## src/rtl/sim_exit_ctrl_if.sv

```systemverilog
// sim_exit_ctrl_if: OBI slave port bundle for sim_exit_ctrl.
interface sim_exit_ctrl_if;
  logic        req_i, we_i, gnt_o, rvalid_o;
  logic [3:0]  be_i;
  logic [31:0] addr_i, wdata_i, rdata_o;
  modport master (output req_i, we_i, be_i, addr_i, wdata_i, input gnt_o, rvalid_o, rdata_o);
  modport slave (input req_i, we_i, be_i, addr_i, wdata_i, output gnt_o, rvalid_o, rdata_o);
endinterface

```

## src/rtl/sim_exit_ctrl.sv

```systemverilog
// sim_exit_ctrl: OBI exit-code/cycle-counter peripheral; SIM_EXIT_WATCHDOG_EN adds a watchdog on WDOG_LIMIT.
module sim_exit_ctrl #(
  parameter logic [31:0] WDOG_RESET_LIMIT = 32'd0,
  parameter logic [31:0] WDOG_EXIT_CODE   = 32'h0000_0DEAD
) (
  input  logic           clk,
  input  logic           rst_n,
  sim_exit_ctrl_if.slave bus,
  output logic           exit_valid_o,
  output logic [31:0]    exit_value_o
);
  typedef enum logic {RUN, DONE} state_e;
  state_e      state, state_nxt;
  logic [31:0] exit_val, cyc_cnt, exit_code, wdog_limit, rdata_sel, rdata_q;
  logic [1:0]  offs;
  logic        rvalid_q, wr, sw_trig, wdog_exp, unused_addr;
  function automatic logic [31:0] be_merge(input logic [31:0] old, input logic [31:0] wd, input logic [3:0] be);
    logic [31:0] r;
    for (int i = 0; i < 4; i++) r[8*i +: 8] = be[i] ? wd[8*i +: 8] : old[8*i +: 8];
    return r;
  endfunction
  assign offs        = bus.addr_i[3:2];
  assign unused_addr = ^{bus.addr_i[31:4], bus.addr_i[1:0]};
  assign bus.gnt_o    = bus.req_i;
  assign bus.rvalid_o = rvalid_q;
  assign bus.rdata_o  = rdata_q;
  // Register writes only take effect while running; DONE freezes everything.
  assign wr      = bus.req_i && bus.we_i && state == RUN;
  assign sw_trig = wr && offs == 2'd1 && bus.be_i[0] && bus.wdata_i[0];
`ifdef SIM_EXIT_WATCHDOG_EN
  always_ff @(posedge clk or negedge rst_n)
    if (!rst_n) wdog_limit <= WDOG_RESET_LIMIT;
    else if (wr && offs == 2'd3) wdog_limit <= be_merge(wdog_limit, bus.wdata_i, bus.be_i);
  assign wdog_exp = state == RUN && wdog_limit != '0 && cyc_cnt >= wdog_limit;
`else
  logic unused_wdog;
  assign unused_wdog = ^WDOG_RESET_LIMIT;
  assign wdog_limit  = '0;
  assign wdog_exp    = 1'b0;
`endif
  always_ff @(posedge clk or negedge rst_n)
    if (!rst_n) state <= RUN;
    else state <= state_nxt;
  always_comb state_nxt = (state == RUN && (sw_trig || wdog_exp)) ? DONE : state;
  always_comb begin
    exit_valid_o = state == DONE;
    exit_value_o = state == DONE ? exit_code : '0;
  end
  assign rdata_sel = offs == 2'd0 ? exit_val :
                     offs == 2'd1 ? {31'd0, exit_valid_o} :
                     offs == 2'd2 ? cyc_cnt : wdog_limit;
  always_ff @(posedge clk or negedge rst_n)
    if (!rst_n) begin
      exit_val  <= '0;
      cyc_cnt   <= '0;
      exit_code <= '0;
      rvalid_q  <= 1'b0;
      rdata_q   <= '0;
    end else begin
      rvalid_q <= bus.req_i;
      rdata_q  <= (bus.req_i && !bus.we_i) ? rdata_sel : '0;
      if (wr && offs == 2'd0) exit_val <= be_merge(exit_val, bus.wdata_i, bus.be_i);
      // The counter stops on the cycle the exit is taken, so it reports the exit cycle.
      if (state_nxt == RUN && cyc_cnt != '1) cyc_cnt <= cyc_cnt + 32'd1;
      if (state == RUN && state_nxt == DONE) exit_code <= sw_trig ? exit_val : WDOG_EXIT_CODE;
    end
endmodule

```

## src/flat_wrapper.sv

```systemverilog
// flat-port wrapper written by rule: the top's interface ports become plain ports
module sim_exit_ctrl_flat 
#(
  parameter logic [31:0] WDOG_RESET_LIMIT = 32'd0,
  parameter logic [31:0] WDOG_EXIT_CODE   = 32'h0000_0DEAD
)
  (clk, rst_n, exit_valid_o, exit_value_o, bus_req_i, bus_we_i, bus_be_i, bus_addr_i, bus_wdata_i, bus_gnt_o, bus_rvalid_o, bus_rdata_o);
  sim_exit_ctrl_if bus_i ();
  input  logic clk;
  input  logic rst_n;
  output logic exit_valid_o;
  output logic [31:0] exit_value_o;
  input wire logic [$bits(bus_i.req_i)-1:0] bus_req_i;
  input wire logic [$bits(bus_i.we_i)-1:0] bus_we_i;
  input wire logic [$bits(bus_i.be_i)-1:0] bus_be_i;
  input wire logic [$bits(bus_i.addr_i)-1:0] bus_addr_i;
  input wire logic [$bits(bus_i.wdata_i)-1:0] bus_wdata_i;
  output wire logic [$bits(bus_i.gnt_o)-1:0] bus_gnt_o;
  output wire logic [$bits(bus_i.rvalid_o)-1:0] bus_rvalid_o;
  output wire logic [$bits(bus_i.rdata_o)-1:0] bus_rdata_o;
  assign bus_i.req_i = bus_req_i;
  assign bus_i.we_i = bus_we_i;
  assign bus_i.be_i = bus_be_i;
  assign bus_i.addr_i = bus_addr_i;
  assign bus_i.wdata_i = bus_wdata_i;
  assign bus_gnt_o = bus_i.gnt_o;
  assign bus_rvalid_o = bus_i.rvalid_o;
  assign bus_rdata_o = bus_i.rdata_o;
  sim_exit_ctrl #(.WDOG_RESET_LIMIT(WDOG_RESET_LIMIT), .WDOG_EXIT_CODE(WDOG_EXIT_CODE)) u_core (.clk(clk), .rst_n(rst_n), .bus(bus_i), .exit_valid_o(exit_valid_o), .exit_value_o(exit_value_o));
endmodule
```

## config.mk

```make
export PLATFORM = sky130hd
export DESIGN_NAME = sim_exit_ctrl_flat
export DESIGN_NICKNAME = d
export VERILOG_FILES = /design/src/rtl/sim_exit_ctrl_if.sv /design/src/rtl/sim_exit_ctrl.sv /design/src/flat_wrapper.sv
export SDC_FILE = /design/constraint.sdc
export NUM_CORES = 1
export LEC_CHECK = 0
export ABC_AREA = 1
export CORE_ASPECT_RATIO = 0.7
export CORE_UTILIZATION = 50
export DETAILED_ROUTE_END_ITERATION = 16
export PLACE_DENSITY = 0.79
export SLEW_MARGIN = 20
export SYNTH_ARGS = -nofsm -noshare
export SYNTH_HDL_FRONTEND = slang
export SYNTH_SLANG_ARGS = --single-unit
```

## constraint.sdc

```tcl
create_clock -name clk -period 1.92 [get_ports clk]
set_input_delay 0.288 -clock clk [delete_from_list [all_inputs] [get_ports clk]]
set_output_delay 0.288 -clock clk [all_outputs]
set_load 0.05 [all_outputs]
```

==> flow_summary.json, run 1 <==
{
  "status": "complete, no violations",
  "rsz0062_at_grt": "false",
  "clk_latency_ns": 0.42,
  "first_pass_iters": 5,
  "yosysWarnings": 0,
  "diodes": 0,
  "crit_type": "reg -> out",
  "synthDistinctLibCells": 33,
  "clkTransAtPathRegs_ns": 0.06,
  "syn-num-nets": 883,
  "critPathBufInv": 1,
  "pre_cts_ws_ns": 0.02608,
  "start_util": 0.5261,
  "drt-initial-drc-count": 498,
  "die_h_um": 96.07,
  "numCtsBuffers": 17,
  "final_area_um2": 8733,
  "wl_per_cell_um": 15.82,
  "top_usage_layer": "met1",
  "crit_start": "u_core.bus.rdata_o[8]",
  "worst-r2r-cell-count": 10,
  "mostFrequentLayoutCell": "nand2_1",
  "drc": 0,
  "dieArea_um2": 13100,
  "worst_slack_ns": 0.02415,
  "vdd_drop_max_mv": 0.7918,
  "critPathRequiredTime_ns": 1.63,
  "tns_ns": 0,
  "fin_skew_ns": 0.007066,
  "vias_per_cell": 5.232,
  "regToRegStartpoint": "u_core.cyc_cnt[15]",
  "synth-seq-area-share": 0.5146,
  "ant_nets": 0,
  "htreeDepth": 4,
  "grt_usage": 0.2937,
  "crit_path_start_kind": "flip-flop",
  "layout_min_cycle_time_ns": 1.896,
  "postSynthAreaPerCell_um2": 7.804,
  "path_cells": "clkdlybuf4s50_1",
  "seq_area_um2": 3253,
  "max_freq_mhz": 527.5,
  "synth_top_area_share": 0.5146,
  "grt_max_degree": 41,
  "worst_pin_slew_ns": 0.5755,
  "synth-edff-count": 0,
  "fin_crit_sh": 0.9874,
  "setup_viol": 0,
  "clock_sinks": 130,
  "layout_common_cells": "nand2_1 (241), dfrtp_1 (130), inv_1 (113)",
  "slew_headroom": 0.6157,
  "antenna_found_initial": 0,
  "wl_um": 17650,
  "async_flop_share": 1.000,
  "die-width_um": 136.4,
  "final_nets": 1020,
  "synth_ff_type": "dfrtp_1",
  "p_leak_uw": 0.004401,
  "maxCapViolCount": 0,
  "fillers": 851,
  "critPathCaptureType": "output port",
  "rows": 33,
  "hold_viol": 0,
  "gp_congestion": 0.9033,
  "crit_path_top_delay_cell": "clkdlybuf4s50_1",
  "rrSetupSlack_ns": 0.13,
  "grt_pass1_wl_um": 28720,
  "r2r-end": "u_core.cyc_cnt[3]",
  "io_buffers": 108,
  "first_global_vias": 5577,
  "cts_buffer_depth": 2,
  "multi_input_area_um2": 2441,
  "yosysTopAreaCell": "dfrtp_1",
  "core-area_um2": 12020,
  "drive_gt1_frac": 0.1512,
  "crit_path_end": "bus_rdata_o[8]",
  "synthToLayoutAreaGrowth_pct": 38.16,
  "pwr_density_cell_nw_per_um2": 1071,
  "path_max_fanout": 1,
  "drv_slew": 0,
  "netlist_instances": 810,
  "cpPeakStageDelay_ns": 0.82,
  "ys_ff_latch": 130,
  "hp-class": "in -> async",
  "cts_tree": "built",
  "grtUsageMet1": 0.4453,
  "cp_num_cells": 1,
  "vias": 5839,
  "crit_arrival_ns": 1.61,
  "grt.met2_usage": 0.4158,
  "synth.area.top_cells": "dfrtp_1 (51%), nand2_1 (14%), inv_1 (6.7%)",
  "synth_area_um2": 6321,
  "crit_family": "buffers and inverters",
  "grtUsageMet3": 0.07952,
  "overflow": 0,
  "cts_root_buffer": "clkbuf_16",
  "io_pins": 139,
  "dp_hpwl_um": 12620,
  "place_area_um2": 8135
}
-- layer usage --
layer | share of wire | routed length (um)
met1 | 0.48 | 8423
met2 | 0.43 | 7552
met3 | 0.087 | 1529
met4 | 0.0082 | 144
met5 | 0 | 0
-- cell families after synthesis --
group	share of synthesized area
fa+ha+maj	0.001979
xor+xnor	0.01940
compound gates	0.08690
buf+inv	0.09917
simple gates	0.2743
mux	0.003563
flops	0.5146
-- flip-flops by register name, summed over array words and instances (netlist names) --
register and flops:
u_core.exit_code 32, u_core.exit_valid_o 1, u_core.exit_val 32, u_core.bus.rdata_o 32
u_core.cyc_cnt 32, u_core.bus.rvalid_o 1
-- Yosys cell counts, types with 3 or more instances --
cell / count
buf_12: 3
dfrtp_1: 130
buf_2: 6
o22ai_1: 19
nor2_4: 3
buf_1: 3
nor2_1: 97
o21ai_0: 35
nand3_1: 42
nand2_4: 3
inv_1: 113
o21ai_1: 3
nand2_1: 241
clkbuf_1: 18
xor2_1: 13
nand2_2: 19
nor2_2: 3
a21oi_1: 41
-- worst min path at each step --
stage | startpoint | slack, ns | to
final | rst_n | 0.38 | u_core.bus.rdata_o[4]
after global routing | rst_n | 0.42 | u_core.bus.rdata_o[10]
after CTS | rst_n | 0.39 | u_core.bus.rdata_o[10]
after detailed placement | rst_n | 0.28 | u_core.bus.rdata_o[10]
after global placement | rst_n | 0.28 | u_core.exit_code[5]
after floorplan | rst_n | -0.008 | u_core.bus.rdata_o[0]
-- through the flow --
stage	total power [uW]	cells	hold WS, ns	utilization
2_1_floorplan	4947	810	-0.007591	-
3_3_place_gp	6140	1082	0.2801	0.6771
3_5_place_dp	6208	1082	0.2803	0.6771
4_1_cts	9322	1114	0.3894	0.7250
5_1_grt	9738	1116	0.4224	0.7269
6_report	9351	1116	0.3799	0.7269
-- what timing repair did --
item,CTS,global route
setup endpoints to repair,0,26
hold endpoints to repair,31,0
hold buffers,1,0
buffers inserted,0,2
resized for setup,0,3
-- layout make-up --
type	count	area share
Clock buffer	18	0.05029
Sequential cell	130	0.3725
Clock inverter	13	0.01447
Inverter	116	0.04986
Multi-Input combinational cell	532	0.2795
Timing Repair Buffer	150	0.2109
Tap cell	157	0.02249
-- where the power goes --
part	leakage (uW)	switching (uW)	internal (uW)
combinational	0.00249	1630	1150
sequential	0.00165	309	3150
clock	0.000266	1290	1830
total	0.00440	3230	6120
(Power assumes the default switching activity.)
==> run 2, diff against run 1 <==
--- a/config.mk
+++ b/config.mk
@@ -9,5 +9,5 @@
 export CORE_ASPECT_RATIO = 0.7
-export CORE_UTILIZATION = 50
+export CORE_MARGIN = 10
+export CORE_UTILIZATION = 35
 export DETAILED_ROUTE_END_ITERATION = 16
-export PLACE_DENSITY = 0.79
 export SLEW_MARGIN = 20
--- a/constraint.sdc
+++ b/constraint.sdc
@@ -3,2 +3,2 @@
 set_output_delay 0.288 -clock clk [all_outputs]
-set_load 0.05 [all_outputs]
+set_load 0.1 [all_outputs]
==> flow_summary.json, run 2 (synthesis gave the netlist of run 1 again) <==
{
  "clkTransAtPathRegs_ns": 0.06,
  "dieArea_um2": 23920,
  "io_pins": 139,
  "die-width_um": 180.6,
  "clock_sinks": 130,
  "hold_viol": 0,
  "die_h_um": 132.4,
  "drive_gt1_frac": 0.2111,
  "tns_ns": 0,
  "rows": 41,
  "first_global_vias": 5291,
  "wl_per_cell_um": 14.95,
  "gp_congestion": 0.8697,
  "grt.met2_usage": 0.2056,
  "ant_nets": 0,
  "drt-initial-drc-count": 355,
  "layout_common_cells": "nand2_1 (241), dfrtp_1 (129), nor2_1 (97)",
  "critPathRequiredTime_ns": 1.63,
  "slew_headroom": 0.7013,
  "worst-r2r-cell-count": 11,
  "seq_area_um2": 3257,
  "grtUsageMet3": 0.07164,
  "maxCapViolCount": 0,
  "p_leak_uw": 0.004153,
  "core-area_um2": 17850,
  "cts_tree": "built",
  "overflow": 0,
  "crit_family": "flip-flops",
  "dp_hpwl_um": 13580,
  "numCtsBuffers": 17,
  "path_cells": "buf_12 -> nand2_1 -> clkinvlp_4 -> buf_12",
  "drv_slew": 0,
  "vias": 5445,
  "grt_max_degree": 64,
  "top_usage_layer": "met1",
  "r2r-end": "u_core.cyc_cnt[12]",
  "grt_pass1_wl_um": 28810,
  "fillers": 1681,
  "crit_type": "reg -> out",
  "hp-class": "in -> async",
  "fin_crit_sh": 0.9523,
  "crit_path_start_kind": "flip-flop",
  "synthToLayoutAreaGrowth_pct": 40.70,
  "pwr_density_cell_nw_per_um2": 1172,
  "cpMostUsedCell": "buf_12",
  "critPathCaptureType": "output port",
  "setup_viol": 0,
  "max_freq_mhz": 546.9,
  "cts_buffer_depth": 2,
  "worst_pin_slew_ns": 0.4469,
  "mostFrequentLayoutCell": "nand2_1",
  "io_buffers": 108,
  "path_max_fanout": 27,
  "vias_per_cell": 4.583,
  "regToRegStartpoint": "u_core.cyc_cnt[1]",
  "total_power_uw": 10420,
  "start_util": 0.3541,
  "drc": 0,
  "diodes": 0,
  "wl_um": 17760,
  "rrSetupSlack_ns": 0.15,
  "multi_input_area_um2": 2444,
  "cpPeakStageDelay_ns": 0.49,
  "crit_path_top_delay_cell": "dfrtp_4",
  "critPathBufInv": 3,
  "final_nets": 1012,
  "grtUsageMet1": 0.2098,
  "grt_usage": 0.1509,
  "htreeDepth": 4,
  "first_pass_iters": 5,
  "antenna_found_initial": 0,
  "fin_skew_ns": 0.007298,
  "cts_root_buffer": "clkbuf_16",
  "layout_min_cycle_time_ns": 1.828,
  "crit_arrival_ns": 1.54,
  "clk_latency_ns": 0.43,
  "rsz0062_at_grt": "false",
  "status": "complete, no violations",
  "vdd_drop_max_mv": 0.6639
}
[run 2: timing repair]
action	in CTS	in global routing
hold buffers	1	0
buffers inserted	1	2
endpoints found under the setup margin	3	26
gates resized for setup	0	1
hold endpoints to repair	40	0
pin swaps	0	1
[run 2: worst max-delay path by stage]
stage	depth (start not counted)	endpoint	slack, ns	start
2_1_floorplan	4	exit_value_o[10]	0.03	u_core.exit_valid_o
3_3_place_gp	7	u_core.exit_val[6]	0.04	bus_req_i
3_5_place_dp	7	u_core.exit_val[5]	0.003	bus_req_i
4_1_cts	4	exit_value_o[1]	0.08	u_core.exit_valid_o
5_1_grt	10	u_core.cyc_cnt[22]	0.02	u_core.cyc_cnt[9]
6_report	4	exit_value_o[1]	0.09	u_core.exit_valid_o
[run 2: area by class of cell]
cell class / instances / area share
flip-flops and latches: 130 / 0.3662
clock buffers: 18 / 0.04826
inverters: 116 / 0.06162
repair buffers: 142 / 0.1933
clock inverters: 14 / 0.02265
well taps: 236 / 0.03320
multi-input cells: 532 / 0.2748
[run 2: per-layer routing]
layer  routed length (um)  part of all wire  up-vias
li1                     -                 -     2750
met1                 8762              0.49     2564
met2                 7305              0.41      120
met3                 1552             0.087       11
met4                  136            0.0077        0
met5                    0                 0        -
[run 2: stage by stage]
stage / instance area, um2 / setup WS, ns / utilization / instances / hold slack, ns
6_report: 8894 / 0.09152 / 0.4982 / 1188 / 0.2629
5_1_grt: 8894 / 0.01798 / 0.4982 / 1188 / 0.2784
2_1_floorplan: 6437 / 0.03394 / - / 810 / -0.007591
3_3_place_gp: 8228 / 0.03507 / 0.4609 / 1152 / 0.1559
3_5_place_dp: 8228 / 0.003179 / 0.4609 / 1152 / 0.1547
4_1_cts: 8876 / 0.08043 / 0.4972 / 1186 / 0.2712
[run 2: report_power, final]
| group | switching (uW) | internal (uW) | total (uW) |
|---|---|---|---|
| logic | 2330 | 1190 | 3520 |
| registers | 280 | 3150 | 3430 |
| clock network | 1280 | 2190 | 3470 |
